### src/rtl/dds_phase_detector.sv
// -----------------------------------------------------------------------------
// dds_phase_detector
//
// Recovers the instantaneous phase (pword) and the phase step since the
// previous result (fword) from an offset-binary cos/sin sample pair. It is the
// inverse of a DDS: cos/sin in, phase/frequency words out. The core is an
// iterative vectoring-mode CORDIC behind a valid/ready input handshake.
//
// Ports
//   clk        : clock
//   rst        : asynchronous active-high reset
//   in_valid   : cos/sin sample presented
//   in_ready   : block can accept a sample (IDLE or DONE)
//   cos, sin   : offset-binary inputs, 2^(DATA_BITWIDTH-1) is zero
//   out_valid  : one-cycle pulse, pword/fword updated in this cycle
//   pword      : recovered phase, full turn = 2^DEPTH_BITWIDTH
//   fword      : pword minus previous pword, modulo 2^DEPTH_BITWIDTH
//
// A result appears ITERATIONS+2 cycles after the accept edge.
// -----------------------------------------------------------------------------
module dds_phase_detector #(
  parameter int DEPTH_BITWIDTH = 16,
  parameter int DATA_BITWIDTH  = 14,
  parameter int ITERATIONS     = 14
) (
  input  logic                      clk,
  input  logic                      rst,
  input  logic                      in_valid,
  output logic                      in_ready,
  input  logic [DATA_BITWIDTH-1:0]  cos,
  input  logic [DATA_BITWIDTH-1:0]  sin,
  output logic                      out_valid,
  output logic [DEPTH_BITWIDTH-1:0] pword,
  output logic [DEPTH_BITWIDTH-1:0] fword
);

  localparam int D  = DEPTH_BITWIDTH;
  localparam int DW = DATA_BITWIDTH;
  // Two extra bits absorb the CORDIC gain (~1.647) on a full-scale vector.
  localparam int XW = DATA_BITWIDTH + 2;
  localparam int KW = $clog2(ITERATIONS + 1);
  localparam logic [KW-1:0] K_LAST = KW'(ITERATIONS - 1);

  typedef enum logic [1:0] {IDLE, PRE, ITER, DONE} state_t;

  // atan(2^-k) as a fraction of a full turn, scaled by 2^32.
  function automatic logic [31:0] atan_turn32(input int k);
    case (k)
      0:  return 32'h2000_0000;
      1:  return 32'h12E4_051E;
      2:  return 32'h09FB_385B;
      3:  return 32'h0511_11D4;
      4:  return 32'h028B_0D43;
      5:  return 32'h0145_D7E1;
      6:  return 32'h00A2_F61E;
      7:  return 32'h0051_7C55;
      8:  return 32'h0028_BE53;
      9:  return 32'h0014_5F2F;
      10: return 32'h000A_2F98;
      11: return 32'h0005_17CC;
      12: return 32'h0002_8BE6;
      13: return 32'h0001_45F3;
      14: return 32'h0000_A2FA;
      15: return 32'h0000_517D;
      // Beyond k=15 atan(2^-k) halves per step to well below 1 LSB of 2^-32.
      default: return 32'h0000_517D >> (k - 15);
    endcase
  endfunction

  // A[k] = round(atan(2^-k) * 2^D / (2*pi)), rescaled from the 2^32 table.
  function automatic logic [D-1:0] atan_step(input int k);
    logic [63:0] t;
    t = ((({32'd0, atan_turn32(k)}) << D) + 64'h0000_0000_8000_0000) >> 32;
    return D'(t);
  endfunction

  state_t                 state_q, state_d;
  logic [KW-1:0]          k_q, k_d;
  logic                   zero_q, zero_d;
  logic                   first_q, first_d;
  logic                   out_valid_q, out_valid_d;
  logic [D-1:0]           pword_q, pword_d;
  logic [D-1:0]           fword_q, fword_d;

  logic [DW-1:0]          cos_q, cos_d;
  logic [DW-1:0]          sin_q, sin_d;
  logic signed [XW-1:0]   x_q, x_d;
  logic signed [XW-1:0]   y_q, y_d;
  logic [D-1:0]           z_q, z_d;

  logic signed [DW-1:0]   cos_c, sin_c;
  logic signed [XW-1:0]   x0_c, y0_c;
  logic [D-1:0]           result_c;

  assign in_ready  = (state_q == IDLE) || (state_q == DONE);
  assign out_valid = out_valid_q;
  assign pword     = pword_q;
  assign fword     = fword_q;

  always_comb begin
    state_d     = state_q;
    k_d         = k_q;
    zero_d      = zero_q;
    first_d     = first_q;
    out_valid_d = 1'b0;
    pword_d     = pword_q;
    fword_d     = fword_q;
    cos_d       = cos_q;
    sin_d       = sin_q;
    x_d         = x_q;
    y_d         = y_q;
    z_d         = z_q;

    // Offset-binary to two's complement is an MSB flip.
    cos_c    = {~cos_q[DW-1], cos_q[DW-2:0]};
    sin_c    = {~sin_q[DW-1], sin_q[DW-2:0]};
    x0_c     = {{2{cos_c[DW-1]}}, cos_c};
    y0_c     = {{2{sin_c[DW-1]}}, sin_c};
    result_c = zero_q ? '0 : z_q;

    case (state_q)
      IDLE: begin
        if (in_valid) begin
          cos_d   = cos;
          sin_d   = sin;
          state_d = PRE;
        end
      end

      PRE: begin
        zero_d = (x0_c == '0) && (y0_c == '0);
        // Fold the left half-plane onto the right so the rotations converge.
        if (x0_c < 0) begin
          x_d = -x0_c;
          y_d = -y0_c;
          z_d = {1'b1, {(D-1){1'b0}}};
        end else begin
          x_d = x0_c;
          y_d = y0_c;
          z_d = '0;
        end
        k_d     = '0;
        state_d = ITER;
      end

      ITER: begin
        // Rotate toward y=0, accumulating the applied angle in z (wraps mod 2^D).
        if (!y_q[XW-1]) begin
          x_d = x_q + (y_q >>> k_q);
          y_d = y_q - (x_q >>> k_q);
          z_d = z_q + atan_step(int'(k_q));
        end else begin
          x_d = x_q - (y_q >>> k_q);
          y_d = y_q + (x_q >>> k_q);
          z_d = z_q - atan_step(int'(k_q));
        end
        k_d = k_q + KW'(1);
        if (k_q == K_LAST) state_d = DONE;
      end

      DONE: begin
        pword_d     = result_c;
        fword_d     = first_q ? '0 : (result_c - pword_q);
        first_d     = 1'b0;
        out_valid_d = 1'b1;
        if (in_valid) begin
          cos_d   = cos;
          sin_d   = sin;
          state_d = PRE;
        end else begin
          state_d = IDLE;
        end
      end

      default: state_d = IDLE;
    endcase
  end

  always_ff @(posedge clk or posedge rst) begin
    if (rst) begin
      state_q     <= IDLE;
      k_q         <= '0;
      zero_q      <= 1'b0;
      first_q     <= 1'b1;
      out_valid_q <= 1'b0;
      pword_q     <= '0;
      fword_q     <= '0;
    end else begin
      state_q     <= state_d;
      k_q         <= k_d;
      zero_q      <= zero_d;
      first_q     <= first_d;
      out_valid_q <= out_valid_d;
      pword_q     <= pword_d;
      fword_q     <= fword_d;
    end
  end

  // Datapath registers carry no reset; they are always reloaded before use.
  always_ff @(posedge clk) begin
    cos_q <= cos_d;
    sin_q <= sin_d;
    x_q   <= x_d;
    y_q   <= y_d;
    z_q   <= z_d;
  end

endmodule

### config.mk
export PLATFORM = sky130hd
export DESIGN_NAME = dds_phase_detector
export DESIGN_NICKNAME = d
export VERILOG_FILES = /design/src/rtl/dds_phase_detector.sv
export SDC_FILE = /design/constraint.sdc
export NUM_CORES = 1
export LEC_CHECK = 0
export CAP_MARGIN = 20
export CORE_MARGIN = 2
export CORE_UTILIZATION = 50
export CTS_CLUSTER_SIZE = 14
export DETAILED_ROUTE_END_ITERATION = 16
export HOLD_SLACK_MARGIN = 0.02
export PLACE_DENSITY = 0.69
export SLEW_MARGIN = 40
export SYNTH_ARGS = -nofsm -noshare
export SYNTH_HDL_FRONTEND = slang
export SYNTH_SLANG_ARGS = --single-unit
### constraint.sdc
create_clock -name clk -period 10.8 [get_ports clk]
set_clock_uncertainty 0.1 [all_clocks]
set_input_delay 1.08 -clock clk [delete_from_list [all_inputs] [get_ports clk]]
set_output_delay 1.08 -clock clk [all_outputs]
set_load 0.02 [all_outputs]
==> impl_metrics.json, run 1 <==
{
  "fillers": 1806,
  "endpoint": "z_q[15]",
  "multi_input_area_um2": 6888,
  "synth.avg_cell_area_um2": 9.060,
  "required_ns": 10.88,
  "report.final.setup_viol": 0,
  "ys_types": 84,
  "drt-wirelength-per-cell_um": 17.66,
  "yosys_warnings": 0,
  "synth_most_common_cell": "nor2_1",
  "whs_path_depth": 1,
  "clk_latency_ns": 0.43,
  "fin_setup_tns_ns": 0,
  "hp-class": "flop to flop",
  "regToRegSetupSlack_ns": 4.49,
  "die_area_um2": 22620,
  "place_congestion": 0.8777,
  "synth-edff-count": 76,
  "slew_violations": 0,
  "drive_gt1_share_pct": 9.451,
  "clk_path_buf_depth": 2,
  "cts_made_buffers": 17,
  "cts_resized": 0,
  "hold_viol_final": 0,
  "ys_seq_elements": 117,
  "die_h_um": 150.4,
  "rsz0062_at_grt": "false",
  "drt_first_pass_iters": 5,
  "grt_max_degree": 62,
  "slew_headroom_pct": 47.94,
  "rows": 53,
  "crit_slowest_cell": "dfrtp_4",
  "start_util_pct": 50.99,
  "antenna_found_initial": 0,
  "grt_pass1_vias": 8551,
  "synth_area_leader_cell": "edfxtp_1",
  "r2r_start": "k_q[0]",
  "cp_cell_sequence": "inv_2 -> ha_1 -> nand2b_1 -> a31oi_1 -> ha_1 -> o21ai_0 -> a31o_2 -> nor2_1 -> xnor2_1 -> nor3_2 -> a31o_2 -> xnor2_1 -> ha_1 -> nand2_1 -> nand2_1 -> or3_1 -> a2111oi_2 -> o31ai_1 -> o41a_1 -> or4_1 -> a31o_1",
  "synth_common_cells": "nor2_1 (128), a21oi_1 (78), ha_1 (77)",
  "cp_common_cell": "ha_1",
  "finalWirelength_um": 26730,
  "vias": 8984,
  "drc": 0,
  "ys_seq_area_share_pct": 30.88,
  "grt_usage_pct": 24.00,
  "nNetsFinal": 1337,
  "drtIter0Drc": 642,
  "boundaryPins": 65,
  "cp-start-kind": "flop",
  "synth_area_um2": 10720,
  "ff_latch_area_um2": 3317,
  "status": "completed",
  "fmax_mhz": 158.4,
  "netlist_instances": 1183,
  "crit_start": "k_q[0]",
  "final_antenna_net_count": 0,
  "async_flop_share_pct": 35.04,
  "clk_pin_slew_ns": 0.06,
  "endpoint_kind": "flop",
  "rr_endpoint": "z_q[15]",
  "cap_violations": 0,
  "crit_fanout": 42,
  "grt_overflow_total": 0,
  "max_stage_delay_ns": 0.79,
  "cts_hold_buf": 0,
  "h-tree-depth": 4,
  "area_delta_synth_final_pct": 13.39,
  "period_needed_ns": 6.312,
  "portBuffers": 64,
  "worst-slew-pin-transition_ns": 0.7809,
  "worstSetupPathType": "flop to flop",
  "whs_ns": 0.4070,
  "viasPerCell": 5.938,
  "netlist_top_cells_area": "edfxtp_1 (21%), dfrtp_1 (9.3%), ha_1 (9.0%)",
  "synth_top_area_share_pct": 21.29,
  "grt_pass1_wl_um": 42780,
  "clock_sinks": 117,
  "die_w_um": 150.4,
  "syn_nets": 1295,
  "antenna_cells": 0,
  "coreArea_um2": 21020,
  "min_period_over_period_pct": 58.44,
  "synth-main-ff-cell": "edfxtp_1",
  "worstPathArrival_ns": 6.40,
  "dp_hpwl_um": 19350,
  "cts_tree": "done",
  "reg2regPathDepth": 21,
  "root_buffer": "clkbuf_16",
  "post_cts_buffers": 0
}
==> layout by cell type (no fill, tap or decap), drive strengths merged, types with 30 or more instances in the layout <==
cell / netlist / layout
dfrtp: 40 / 40
o21ai: 64 / 64
a21oi: 80 / 80
xnor2: 51 / 51
ha: 77 / 77
mux2i: 32 / 32
nor3: 30 / 30
nor2: 129 / 129
clkdlybuf4s50: 0 / 64
nand2: 72 / 72
xor2: 56 / 56
inv: 78 / 83
edfxtp: 76 / 76
==> kinds of logic (layout without fill, tap and decap cells) <==
kind of cell / after synthesis / count (layout) / synth area share, %
and+or+nand+nor: 383 / 383 / 17.87
DFF: 117 / 117 / 30.88
muxes: 80 / 80 / 10.67
xor gates and xnor gates: 107 / 107 / 8.744
AOI/OAI and AO/OA: 283 / 283 / 17.17
buffers and inverters: 132 / 187 / 4.926
adders and majority gates: 81 / 81 / 9.736
==> how the worst min path moves through the flow <==
stage | startpoint | to | slack, ns
4_1_cts | fword[3] | fword[3] | 0.41
3_3_place_gp | fword[3] | fword[3] | 0.39
2_1_floorplan | first_q | first_q | 0.39
5_1_grt | first_q | first_q | 0.44
3_5_place_dp | fword[3] | fword[3] | 0.39
6_report | fword[0] | fword[0] | 0.41
==> routing by layer <==
| layer | vias to the layer above | wire [um] | global-route usage [%] | part of all wire (%) |
|---|---|---|---|---|
| met2 | 300 | 12380 | 39.43 | 46 |
| met5 | - | 0 | 0 | 0 |
| met4 | 0 | 1139 | 11.13 | 4.3 |
| li1 | 4395 | - | - | - |
| met3 | 70 | 1593 | 4.970 | 6.0 |
| met1 | 4219 | 11610 | 30.31 | 43 |
==> stage by stage <==
step | utilization (%) | worst slack, ns | instance area [um2] | cells
floorplan | - | 5.192 | 10720 | 1183
finish | 57.81 | 4.488 | 12150 | 1513
global placement | 54.99 | 4.335 | 11560 | 1480
global route | 57.81 | 3.963 | 12150 | 1513
detailed placement | 55.07 | 4.530 | 11580 | 1481
CTS | 57.81 | 4.503 | 12150 | 1513
==> sequential cells by signal, summed over array words and instances, names as in the netlist <==
name and cells:
x_q 16, k_q 4, cos_q 14, sin_q 14, zero_q 1, pword 16, y_q 16, fword 16
out_valid 1, first_q 1, state_q 2, z_q 16
==> cell type report <==
| class | count | share of cell area, % |
|---|---|---|
| Multi-Input combinational cell | 934 | 56.68 |
| Tap cell | 275 | 2.831 |
| Clock inverter | 11 | 0.6898 |
| Timing Repair Buffer | 75 | 5.982 |
| Inverter | 80 | 2.471 |
| Clock buffer | 21 | 4.056 |
| Sequential cell | 117 | 27.29 |
==> critical path, delay by kind of cell, from the launching register on <==
kind / cells / cell delay (ns)
buf+inv: 1 / 0.23
flops: 1 / 0.79
simple gates: 7 / 1.57
fa+ha+maj: 3 / 1.05
xor+xnor: 2 / 0.23
compound gates: 8 / 2.07
Power of run 1 is not shown: default switching activity piles up to over one toggle a cycle in this logic, so the estimate is an artifact.
==> inputs of run 2 (changes only) <==
--- a/config.mk
+++ b/config.mk
@@ -11,7 +11,7 @@
 export CTS_CLUSTER_SIZE = 14
 export DETAILED_ROUTE_END_ITERATION = 16
 export HOLD_SLACK_MARGIN = 0.02
-export PLACE_DENSITY = 0.69
+export PLACE_DENSITY = 0.72
 export SLEW_MARGIN = 40
 export SYNTH_ARGS = -nofsm -noshare
 export SYNTH_HDL_FRONTEND = slang
==> constraint.sdc (replaced) <==
create_clock -name clk -period 5.6 [get_ports clk]
set_clock_uncertainty 0.1 [all_clocks]
set_input_delay 0.56 -clock clk [delete_from_list [all_inputs] [get_ports clk]]
set_output_delay 0.56 -clock clk [all_outputs]
set_load 0.02 [all_outputs]
==> run 2 against run 1 <==
Global-route usage rose by 0.78 points; routed wire length rose by 1.5%; maximum frequency rose by 17%; sequential share of layout area fell by 0.48 points; critical endpoint unchanged; first-iteration DRC count fell by 4.5%; final cell count rose by 0.99%; critical path depth fell by 4.
==> impl_metrics.json, run 2 (synthesis gave the netlist of run 1 again) <==
{
  "final_cells": 1528,
  "grt_overflow_total": 0,
  "antenna_cells": 0,
  "slew_headroom_pct": 46.50,
  "fmax_mhz": 184.8,
  "report.final.setup_viol": 0,
  "min_period_over_period_pct": 96.61,
  "whs_ns": 0.4042,
  "coreArea_um2": 21020,
  "grt_pass1_wl_um": 44350,
  "die_w_um": 150.4,
  "clk_latency_ns": 0.43,
  "area_delta_synth_final_pct": 15.25,
  "required_ns": 5.67,
  "vias": 9142,
  "hp-class": "flop to flop",
  "cts_tree": "done",
  "clk_path_buf_depth": 2,
  "viasPerCell": 5.983,
  "portBuffers": 64,
  "final_antenna_net_count": 0,
  "drtIter0Drc": 613,
  "crit_fanout": 6,
  "rsz0062_at_grt": "true",
  "clk_pin_slew_ns": 0.05,
  "h-tree-depth": 4,
  "clock_sinks": 117,
  "dpl.cell_count": 1497,
  "slew_violations": 0,
  "setup_slack_ns": 0.1898,
  "antenna_found_initial": 0,
  "root_buffer": "clkbuf_16",
  "worstSetupPathType": "flop to flop",
  "grt_pass1_vias": 8903,
  "die_area_um2": 22620,
  "fin_util_pct": 58.76,
  "cts_made_buffers": 17,
  "dp_slack_ns": 0.02807,
  "grt_usage_pct": 24.78,
  "hold_viol_final": 0,
  "place_congestion": 0.9512,
  "worstPathArrival_ns": 5.48,
  "endpoint_kind": "flop",
  "finalWirelength_um": 27140,
  "drc": 0,
  "cap_violations": 0,
  "die_h_um": 150.4,
  "cp-start-kind": "flop",
  "period_needed_ns": 5.410,
  "drt_first_pass_iters": 5,
  "layout_common_cells": "nor2_1 (127), a21oi_1 (78), edfxtp_1 (76)",
  "drive_gt1_share_pct": 10.69,
  "worst-slew-pin-transition_ns": 0.7996,
  "grt_max_degree": 61,
  "boundaryPins": 65,
  "nNetsFinal": 1354,
  "start_util_pct": 50.99,
  "mostFrequentLayoutCell": "nor2_1",
  "status": "completed",
  "dp_hpwl_um": 19870,
  "rows": 53,
  "drt-wirelength-per-cell_um": 17.76,
  "cts_hold_buf": 0
}
-- run 2: changes by cell type in the layout (fill, tap and decap cells not counted), sizes merged --
| cell | previous run | this run |
|---|---|---|
| bufinv | 0 | 4 |
| clkinv | 8 | 10 |
| inv | 83 | 77 |
| clkinvlp | 0 | 1 |
| clkbuf | 21 | 18 |
| buf | 11 | 28 |
-- run 2: timing repair --
action / CTS / global route
gates resized for setup: 1 / 9
pin swaps: 0 / 0
setup buffers: 0 / 1
setup endpoints to repair: 1 / 2
-- run 2: final cells by class --
type | count | area (um2)
fill | 1787 | 8670
multi-input combinational | 934 | 6942
sequential | 117 | 3312
timing repair buffer | 92 | 862.1
clock buffer | 18 | 429.2
tap | 275 | 344.1
inverter | 80 | 300.3
clock inverter | 12 | 162.7
-- run 2: path summary, 6_finish.rpt --
| check | from | to | slack [ns] | cells past startpoint |
|---|---|---|---|---|
| max in group asynchronous | rst | k_q[1] | 4.49 | 3 |
| worst min register to register | fword[0] | fword[0] | 0.40 | 1 |
| worst min-delay path | fword[0] | fword[0] | 0.40 | 1 |
| worst max register to register | k_q[1] | z_q[15] | 0.19 | 17 |
| worst max-delay path | k_q[1] | z_q[15] | 0.19 | 17 |
| min in group asynchronous | rst | out_valid | 0.48 | 3 |
-- run 2: worst max-delay path: stages (launching register included) --
cell and delay [ns]:
dfrtp_2 0.42, inv_1 0.11, ha_1 0.21, mux4_2 0.54
ha_2 0.34, or4_1 0.50, o211ai_1 0.13, nor2_1 0.08
xnor2_1 0.14, ha_1 0.30, o21a_1 0.11, o31a_1 0.13
o41a_1 0.44, a2111oi_4 0.34, o31ai_1 0.15, o41a_1 0.34
or4_1 0.53, a31o_1 0.23
-- run 2: per-layer routing --
layer / part of all wire (%) / GRT usage [%]
met1: 43 / 30.56
met3: 3.9 / 3.848
met2: 51 / 43.07
met4: 2.9 / 10.42
met5: 0 / 0
-- run 2: metrics by stage --
step,setup TNS (ns),instance area [um2]
global placement,0,11680
global route,-0.04588,12350
floorplan,0,10720
finish,0,12350
detailed placement,0,11690
CTS,0,12290
Power of run 2 is left out for the same reason.
==> inputs of run 3 (changes only) <==
--- a/config.mk
+++ b/config.mk
@@ -11,7 +11,7 @@
 export CTS_CLUSTER_SIZE = 14
 export DETAILED_ROUTE_END_ITERATION = 16
 export HOLD_SLACK_MARGIN = 0.02
-export PLACE_DENSITY = 0.72
+export PLACE_DENSITY = 0.69
 export SLEW_MARGIN = 40
 export SYNTH_ARGS = -nofsm -noshare
 export SYNTH_HDL_FRONTEND = slang
==> constraint.sdc (replaced) <==
create_clock -name clk -period 5.38 [get_ports clk]
set_clock_uncertainty 0.1 [all_clocks]
set_input_delay 0.538 -clock clk [delete_from_list [all_inputs] [get_ports clk]]
set_output_delay 0.538 -clock clk [all_outputs]
set_load 0.02 [all_outputs]
==> run 3 against run 2 <==
First-iteration DRC count decreased by 17%; worst setup slack got worse by 0.14 ns; routed wire length increased by 2.0%; register-to-register slack got worse by 0.14 ns; maximum frequency increased by 1.5%; non-clock buffer count increased by 18; sequential cell count unchanged; highest routed layer unchanged; global-route usage decreased by 0.075 points; final area increased by 1.5%; worst hold slack improved by 0.0012 ns; utilization increased by 0.87 points; critical path depth increased by 4.
==> impl_metrics.json, run 3 (synthesis gave the netlist of run 1 again) <==
{
  "status": "completed",
  "worst-slew-pin-transition_ns": 0.8345,
  "die_w_um": 150.4,
  "endpoint_kind": "flop",
  "hold_viol_final": 0,
  "hp-class": "flop to flop",
  "dp_hpwl_um": 20360,
  "clk_path_buf_depth": 2,
  "clk_pin_slew_ns": 0.06,
  "dpl.cell_count": 1503,
  "mostFrequentLayoutCell": "nor2_1",
  "final_cells": 1548,
  "nNetsFinal": 1372,
  "reg2regPathDepth": 21,
  "fmax_mhz": 187.6,
  "coreArea_um2": 21020,
  "cap_violations": 0,
  "cp-start-kind": "flop",
  "area_delta_synth_final_pct": 16.95,
  "slew_violations": 0,
  "cp_cell_sequence": "inv_4 -> ha_4 -> inv_1 -> mux4_2 -> ha_4 -> o21ai_0 -> a31o_2 -> nor2_1 -> xnor2_1 -> nor3_2 -> a31o_2 -> xnor2_2 -> ha_1 -> nand2_1 -> nand2_1 -> o41a_1 -> a2111oi_4 -> o31ai_2 -> o41a_1 -> or4_1 -> a31o_1",
  "max_stage_delay_ns": 0.52,
  "die_h_um": 150.4,
  "cts_hold_buf": 0,
  "rr_endpoint": "z_q[15]",
  "cts_made_buffers": 17,
  "required_ns": 5.46,
  "cts_tree": "done",
  "regToRegSetupSlack_ns": 0.05,
  "drt-wirelength-per-cell_um": 17.88,
  "period_needed_ns": 5.330,
  "setup_slack_ns": 0.04959,
  "clock_sinks": 117,
  "viasPerCell": 5.916,
  "fin_util_pct": 59.63,
  "boundaryPins": 65,
  "dp_slack_ns": 0.005780,
  "drt_first_pass_iters": 6,
  "min_period_over_period_pct": 99.08,
  "grt_pass1_wl_um": 43870,
  "slew_headroom_pct": 44.16,
  "endpoint": "z_q[15]",
  "grt_usage_pct": 24.70,
  "worstSetupPathType": "flop to flop",
  "rows": 53,
  "antenna_found_initial": 0,
  "crit_start": "k_q[0]",
  "crit_slowest_cell": "mux4_2",
  "grt_max_degree": 61,
  "portBuffers": 64,
  "layout_common_cells": "nor2_1 (128), a21oi_1 (78), edfxtp_1 (76)",
  "antenna_cells": 0,
  "grt_overflow_total": 0,
  "drtIter0Drc": 511,
  "clk_latency_ns": 0.43,
  "worstPathArrival_ns": 5.41,
  "fin_setup_tns_ns": 0,
  "drive_gt1_share_pct": 12.88,
  "crit_fanout": 8,
  "finalWirelength_um": 27690,
  "final_antenna_net_count": 0,
  "drc": 0,
  "start_util_pct": 50.99,
  "root_buffer": "clkbuf_16",
  "grt_pass1_vias": 8667,
  "h-tree-depth": 4,
  "vias": 9158,
  "report.final.setup_viol": 0,
  "die_area_um2": 22620,
  "r2r_start": "k_q[0]",
  "rsz0062_at_grt": "true",
  "place_congestion": 0.9122
}
## run 3: cell type report
type	instances	area, um2
fillers	1803	8487
multi-input cells	934	6975
flip-flops and latches	117	3312
repair buffers	110	1001
clock buffers	18	450.4
well taps	275	344.1
inverters	80	302.8
clock inverters	14	148.9
## run 3: worst min path at each step
stage / slack [ns] / cells past startpoint / from / to
floorplan: 0.39 / 1 / first_q / first_q
global placement: 0.39 / 1 / fword[0] / fword[0]
detailed placement: 0.40 / 1 / fword[0] / fword[0]
CTS: 0.41 / 1 / fword[0] / fword[0]
global route: 0.42 / 1 / fword[0] / fword[0]
finish: 0.41 / 1 / fword[0] / fword[0]
## run 3: what timing repair did
item | CTS | global route
gates resized for setup | 1 | 16
endpoints found under the setup margin | 1 | 3
setup buffers | 0 | 12
pin swaps | 0 | 13
## run 3: critical path, delay by kind of cell (launching register included)
family	cells	cell delay [ns]
compound gates	8	2.03
simple gates	5	0.79
fa+ha+maj	3	0.61
mux	1	0.52
flops	1	0.47
xor+xnor	2	0.40
buf+inv	2	0.14
## run 3: per-layer routing
layer  track usage, %  routed length [um]  up-vias
li1                 -                   -     4467
met1            31.96               11820     4333
met2            42.27               13820      304
met3            3.667                1287       54
met4            8.443                 750        0
met5                0                   0        -
## run 3: through the flow
step | hold slack (ns) | cell area, um2
5_1_grt | 0.4178 | 12530
3_3_place_gp | 0.3899 | 11740
6_report | 0.4054 | 12530
2_1_floorplan | 0.3852 | 10740
3_5_place_dp | 0.3961 | 11740
4_1_cts | 0.4102 | 12360
Power of run 3 is left out for the same reason.
